## config.mk

```make
export PLATFORM = sky130hd
export DESIGN_NAME = wb_arbiter
export DESIGN_NICKNAME = d
export VERILOG_FILES = /design/src/rtl/wb_arbiter.sv
export SDC_FILE = /design/constraint.sdc
export NUM_CORES = 1
export LEC_CHECK = 0
export ABC_AREA = 1
export CORE_ASPECT_RATIO = 1.1
export CORE_MARGIN = 3
export CORE_UTILIZATION = 29
export CTS_CLUSTER_DIAMETER = 80
export CTS_CLUSTER_SIZE = 24
export DETAILED_ROUTE_END_ITERATION = 16
export PLACE_DENSITY_LB_ADDON = 0.25
export SYNTH_ARGS = -nofsm -noshare
export SYNTH_HDL_FRONTEND = slang
export SYNTH_SLANG_ARGS = --single-unit
```

## constraint.sdc

```tcl
create_clock -name wb_clock_i -period 2.1 [get_ports wb_clock_i]
set_clock_uncertainty 0.1 [all_clocks]
set_input_delay 0.525 -clock wb_clock_i [delete_from_list [all_inputs] [get_ports wb_clock_i]]
set_output_delay 0.525 -clock wb_clock_i [all_outputs]
set_load 0.02 [all_outputs]
```

## src/rtl/wb_arbiter.sv

```systemverilog
// Wishbone arbiter: controller 0 has fixed top priority, the others share the bus
// round-robin; grants open only in bus slots and a watchdog force-acks stuck transfers.
module wb_arbiter #(
    parameter int unsigned COUNT         = 3,
    parameter int unsigned WB_ADDR_WIDTH = 16,
    parameter int unsigned DATA_WIDTH    = 8,
    parameter int unsigned TIMEOUT       = 64
) (
    input  logic                             wb_clock_i,
    input  logic                             wb_reset_ni,
    input  logic                             slot_valid_i,
    input  logic [COUNT-1:0]                 wbc_cycle_i,
    input  logic [COUNT-1:0]                 wbc_strobe_i,
    input  logic [COUNT-1:0]                 wbc_we_i,
    input  logic [COUNT*WB_ADDR_WIDTH-1:0]   wbc_addr_i,
    input  logic [COUNT*DATA_WIDTH-1:0]      wbc_dout_i,
    output logic [COUNT*DATA_WIDTH-1:0]      wbc_din_o,
    output logic [COUNT-1:0]                 wbc_stall_o,
    output logic [COUNT-1:0]                 wbc_ack_o,
    output logic [WB_ADDR_WIDTH-1:0]         wb_addr_o,
    output logic [DATA_WIDTH-1:0]            wb_dout_o,
    output logic                             wb_we_o,
    output logic                             wb_cycle_o,
    output logic                             wb_strobe_o,
    input  logic [DATA_WIDTH-1:0]            wb_din_i,
    input  logic                             wb_stall_i,
    input  logic                             wb_ack_i,
    output logic [$clog2(COUNT)-1:0]         grant_o,
    output logic                             grant_valid_o,
    output logic                             timeout_o
);

    localparam int unsigned IDX_W = $clog2(COUNT);
    localparam int unsigned WD_W  = $clog2(TIMEOUT + 1);
    localparam int unsigned OUT_W = 4;
    localparam logic [DATA_WIDTH-1:0] TIMEOUT_DATA = DATA_WIDTH'(8'hFF);

    typedef enum logic {
        IDLE = 1'b0,
        BUSY = 1'b1
    } state_t;

    state_t             r_state;
    state_t             w_state_nxt;
    logic [IDX_W-1:0]   r_grant;
    logic [IDX_W-1:0]   r_last_rr;
    logic               r_grant_valid;
    logic [OUT_W-1:0]   r_outstanding;
    logic [WD_W-1:0]    r_wdog;
    logic               r_timeout;

    logic [IDX_W-1:0]   w_winner;
    logic               w_rr_found;
    logic               w_any_req;
    logic               w_busy;
    logic               w_owner_cyc;
    logic               w_release;
    logic               w_accept;
    logic               w_real_ack;
    logic               w_ack_eff;
    logic               w_wd_run;

    assign w_any_req   = |wbc_cycle_i;
    assign w_busy      = (r_state == BUSY);
    assign w_owner_cyc = wbc_cycle_i[r_grant];
    assign w_release   = w_busy && !w_owner_cyc;
    assign w_accept    = w_busy && wb_strobe_o && !wb_stall_i;
    // An ack with nothing outstanding is spurious and is dropped
    assign w_real_ack  = w_busy && wb_ack_i && (r_outstanding != '0);
    assign w_ack_eff   = w_real_ack || r_timeout;
    assign w_wd_run    = w_busy && !w_release && (r_outstanding != '0) && !wb_ack_i && !r_timeout;

    assign grant_o       = r_grant;
    assign grant_valid_o = r_grant_valid;
    assign timeout_o     = r_timeout;

    // Winner selection: controller 0 first, then scan last_rr+1 .. COUNT-1, 1 .. last_rr
    always_comb begin : arbitrate
        int c;
        c          = 0;
        w_winner   = '0;
        w_rr_found = 1'b0;
        for (int k = 1; k < int'(COUNT); k++) begin
            c = int'(r_last_rr) + k;
            if (c >= int'(COUNT)) begin
                c = c - (int'(COUNT) - 1);
            end
            if (!w_rr_found && wbc_cycle_i[IDX_W'(c)]) begin
                w_rr_found = 1'b1;
                w_winner   = IDX_W'(c);
            end
        end
        if (wbc_cycle_i[0]) begin
            w_winner = '0;
        end
    end

    always_ff @(posedge wb_clock_i or negedge wb_reset_ni) begin : state_reg
        if (!wb_reset_ni) begin
            r_state <= IDLE;
        end else begin
            r_state <= w_state_nxt;
        end
    end

    always_comb begin : next_state
        w_state_nxt = r_state;
        case (r_state)
            IDLE:    if (slot_valid_i && w_any_req) w_state_nxt = BUSY;
            BUSY:    if (!w_owner_cyc) w_state_nxt = IDLE;
            default: w_state_nxt = IDLE;
        endcase
    end

    always_ff @(posedge wb_clock_i or negedge wb_reset_ni) begin : grant_reg
        if (!wb_reset_ni) begin
            r_grant       <= '0;
            r_grant_valid <= 1'b0;
            r_last_rr     <= IDX_W'(COUNT - 1);
        end else if (!w_busy && (w_state_nxt == BUSY)) begin
            r_grant       <= w_winner;
            r_grant_valid <= 1'b1;
            if (w_winner != '0) begin
                r_last_rr <= w_winner;
            end
        end else if (w_release) begin
            r_grant_valid <= 1'b0;
        end
    end

    // Outstanding transfers: +1 per accepted strobe, -1 per (real or forced) ack
    always_ff @(posedge wb_clock_i or negedge wb_reset_ni) begin : outstanding_reg
        if (!wb_reset_ni) begin
            r_outstanding <= '0;
        end else if (w_release) begin
            r_outstanding <= '0;
        end else if (w_accept && !w_ack_eff) begin
            if (r_outstanding != '1) begin
                r_outstanding <= r_outstanding + OUT_W'(1);
            end
        end else if (!w_accept && w_ack_eff && (r_outstanding != '0)) begin
            r_outstanding <= r_outstanding - OUT_W'(1);
        end
    end

    // Watchdog: an ack arriving on the expiry edge resets the count, so the real ack wins
    always_ff @(posedge wb_clock_i or negedge wb_reset_ni) begin : watchdog_reg
        if (!wb_reset_ni) begin
            r_wdog    <= '0;
            r_timeout <= 1'b0;
        end else if (!w_wd_run) begin
            r_wdog    <= '0;
            r_timeout <= 1'b0;
        end else if (r_wdog == WD_W'(TIMEOUT - 1)) begin
            r_wdog    <= '0;
            r_timeout <= 1'b1;
        end else begin
            r_wdog    <= r_wdog + WD_W'(1);
            r_timeout <= 1'b0;
        end
    end

    always_comb begin : bus_mux
        wb_cycle_o  = w_busy;
        wb_strobe_o = 1'b0;
        wb_we_o     = 1'b0;
        wb_addr_o   = '0;
        wb_dout_o   = '0;
        if (w_busy) begin
            wb_strobe_o = wbc_strobe_i[r_grant];
            wb_we_o     = wbc_we_i[r_grant];
            wb_addr_o   = wbc_addr_i[int'(r_grant)*WB_ADDR_WIDTH +: WB_ADDR_WIDTH];
            wb_dout_o   = wbc_dout_i[int'(r_grant)*DATA_WIDTH +: DATA_WIDTH];
        end
    end

    always_comb begin : ctrl_mux
        for (int i = 0; i < int'(COUNT); i++) begin
            wbc_stall_o[i]                      = 1'b1;
            wbc_ack_o[i]                        = 1'b0;
            wbc_din_o[i*DATA_WIDTH +: DATA_WIDTH] = wb_din_i;
        end
        if (w_busy) begin
            wbc_stall_o[r_grant] = wb_stall_i;
            wbc_ack_o[r_grant]   = w_ack_eff;
            if (r_timeout && !w_real_ack) begin
                wbc_din_o[int'(r_grant)*DATA_WIDTH +: DATA_WIDTH] = TIMEOUT_DATA;
            end
        end
    end

endmodule

```

==> summary.md <==
| Metric | Value |
|---|---|
| Max Cap Viol | `0` |
| Post-Synth Adder-Cell Area | `3.21%` |
| Worst VDD drop | `0.676 mV` |
| Rel. slew slack | `79.7%` |
| Final core occ | `72.8%` |
| DRC | `0` |
| Layout Nets | `606` |
| CP endpoint kind | `output pin` |
| Tot Pwr | `between 4 and 5 mW` |
| CP Max Fanout | `9` |
| Post-CTS Hold Fix Bufs | `0` |
| Ys Warns | `0` |
| Post-synthesis sequential area ratio | `25.2%` |
| CTS tree | `built` |
| Die Span Y | `88.5 um` |
| Die width | `81.0 um` |
| Post-synth design cell area | `0.00180 sq mm` |
| Post-synthesis mux area share | `0%` |
| Crit path required time | `1470 ps` |
| Core region area | `between 0.005 and 0.006 sq mm` |
| Most common cell after layout, fill and taps aside | `nand2_1` |
| Max Root-Sink Buffers | `2` |
| Worst path cell trace | `inv_2 -> nand2_4 -> nor2_4 -> buf_12 -> a22oi_1 -> nand2_1 -> buf_4` |
| Data arrival time of the worst path | `1600 ps` |
| RSZ-0062 raised after global routing | `yes` |
| Failing checks | `negative setup slack` |
| GRT Residual Overflow | `0` |
| IO Pins | `155` |
| Placed cell count | `roughly 570` |
| Fin crit share | `106%` |
| Max Freq | `0.450 GHz` |
| ANT cells | `0` |
| CP max stage cell | `dfrtp_1` |
| Dpl ws | `-852 ps` |
| DR iter-0 viols | `116` |
| Largest family of logic cells by synthesized area | `simple AND/OR/NAND/NOR gates` |
| Syn_area_per_cell | `5.83 sq um` |
| Yosys top cell area share | `30.1%` |
| Largest net degree at the start of global routing | `19` |
| First-pass GRT wire length | `12,300 um` |
| Hold Vio Cnt, Final | `0` |
| Yosys top cell by area | `nand2_1` |
| Synth Area in XOR/XNOR | `2.44%` |
| DP HPWL | `6740 um` |
| Slew Limit Fails | `0` |
| Register bit count reported by yosys | `18` |
| Buf/Inv on CP | `3` |
| Status | `finished, violations left` |
| Mapped Cells | `308` |
| Fin crit period | `2220 ps` |
| Crit path launch type | `flip-flop` |
| Final Non-Filler Cells | `~580` |
| Synth top area cells | `nand2_1, dfrtp_1, nand3_1` |
| Clk Latency, worst-skew pair | `250 ps` |
| Vias in the first global route | `2,446` |
| CP peak stage delay | `420 ps` |
| Crit Path Category | `flip-flop to output pin` |
| Placer Congestion | `between 0.8 and 0.9` |
| Gr usage total | `21.9%` |
| Synth Net Count | `~400` |
| Final WS setup | `-124 ps` |
| Initial Util | `~31%` |
| Clk slew on worst S/H paths | `60 ps` |
| Worst hold path type | `flip-flop to flip-flop` |
| PortBufs | `154` |
| DR vias/cell | `between 4 and 5` |
| Layout Area Growth over Synthesis | `138%` |
| DR WL/cell | `between 15 and 20 um` |
| TritonRoute pass-1 iters | `5` |
| Clk root buf | `clkbuf_8` |
| Cts bufs inserted | `3` |
| Total die area | `0.00717 sq mm` |
| Initial antenna violation count | `0` |
| Via count | `2,784` |
| Clk sink count | `18` |
| PD cells | `1020 mW/mm^2` |
| Antenna Nets Post-Route | `0` |
| CP delay by family, top | `buffers and inverters` |
| # rows | `29` |
| Worst slew pin tran | `about 300 ps` |
| Post-synthesis compound-gate area fraction | `6.90%` |
| Final WL | `9200 um` |
| P_leak | `~2.1 nW` |
| Cell variety after synth | `32` |
| Layout cells sized above 1 | `39.3%` |
| Final Setup Violations | `50` |
| H-tree level count | `1` |
| Synth Area in Simple Gates | `51.4%` |
| Most frequent cells in the layout | `nand2_1, clkdlybuf4s50_1, buf_6` |
## final cells by class
class,instances,area (sq um)
Timing Repair Buffer,204,2000
Sequential cell,18,454
Multi-Input combinational cell,241,1520
Clock buffer,4,55.1
Inverter,40,158
Fill cell,449,1600
Tap cell,77,96.3
## layer usage
metal,global-route usage [%],vias up,wire length [um]
met5,0,-,0
met4,7.22,0,228
met3,5.19,18,757
met2,41.0,98,4940
met1,24.2,1308,3280
li1,-,1360,-
## cell usage after synthesis
master,instances
nand4_4,1
nand3_1,34
nor3_1,6
ha_1,3
a22oi_1,1
o2111ai_1,1
a21oi_2,1
o211ai_4,1
dfrtp_1,17
nor2_2,4
dfstp_2,1
o21bai_1,1
nor2_1,12
xnor2_1,2
o21ai_1,4
buf_2,4
or2_2,1
inv_1,34
fa_1,1
xor2_1,3
o21ai_0,3
nand4_1,4
a21oi_1,2
nand2_1,144
nor2_4,1
nor3b_1,3
clkbuf_1,3
inv_2,6
buf_4,2
or2_1,1
a31oi_1,4
nand2_2,3
## worst paths after layout
path	startpoint	endpoint	slack [ps]	depth (start not counted)
setup / recovery	grant_o[1]$_DFFE_PN0P_	wb_addr_o[1]	-120	7
hold / removal	r_last_rr[1]$_DFFE_PN1P_	r_last_rr[1]$_DFFE_PN1P_	360	2
setup reg to reg	r_outstanding[3]$_DFFE_PN0P_	r_outstanding[3]$_DFFE_PN0P_	-120	15
max in group asynchronous	wb_reset_ni	r_last_rr[1]$_DFFE_PN1P_	1150	2
min in group asynchronous	wb_reset_ni	timeout_o$_DFF_PN0_	490	2
hold reg to reg	r_last_rr[1]$_DFFE_PN1P_	r_last_rr[1]$_DFFE_PN1P_	360	2
## what timing repair did
item                                    in CTS  in global routing
cloned                                       1                  0
pin swaps                                   27                 17
endpoints found under the setup margin      59                 58
buffers inserted                             7                  4
resized for setup                          337                 79
hold endpoints to repair                     0                  0
## registers in the layout (all words and copies together), names as in the netlist
name,count
r_wdog,7
r_outstanding,4
grant_o,2
r_last_rr,2
grant_valid_o,1
timeout_o,1
wb_cycle_o,1
## kinds of logic after synthesis
| kind of cell | after synthesis |
|---|---|
| buffers and inverters | 49 |
| AOI/OAI and AO/OA | 18 |
| xor gates and xnor gates | 5 |
| adders and majority gates | 4 |
| DFF | 18 |
| and+or+nand+nor | 214 |
## per-stage QoR
| step | cell area (sq um) | hold slack (ps) | setup TNS [ps] |
|---|---|---|---|
| 4_1_cts | 3960 | 366 | -2170 |
| 3_5_place_dp | 3720 | 357 | -30860 |
| 2_1_floorplan | 1820 | 129 | 0 |
| 3_3_place_gp | 3720 | 350 | -29890 |
| 5_1_grt | 4280 | 377 | -6920 |
| 6_report | 4280 | 360 | -2740 |
## report_power, final
part           internal [mW]  switching (mW)  leakage, nW  total [mW]
combinational           1.66            1.90         1.87        3.56
clock                  0.167           0.111       0.0288       0.278
sequential             0.454          0.0889        0.231       0.543
## worst register-to-register path, stage by stage, from the launching register on
cell,delay (ps)
dfrtp_1,380
nor2_2,150
nand2_2,110
buf_6,140
nand2_2,70
nand2_2,80
nor2_4,150
inv_2,70
ha_4,230
nand2_2,60
nand2_1,70
a31oi_2,210
inv_1,60
nand2_1,60
nand2_1,70
a21oi_2,140
Power figures use the tool's default switching activity.
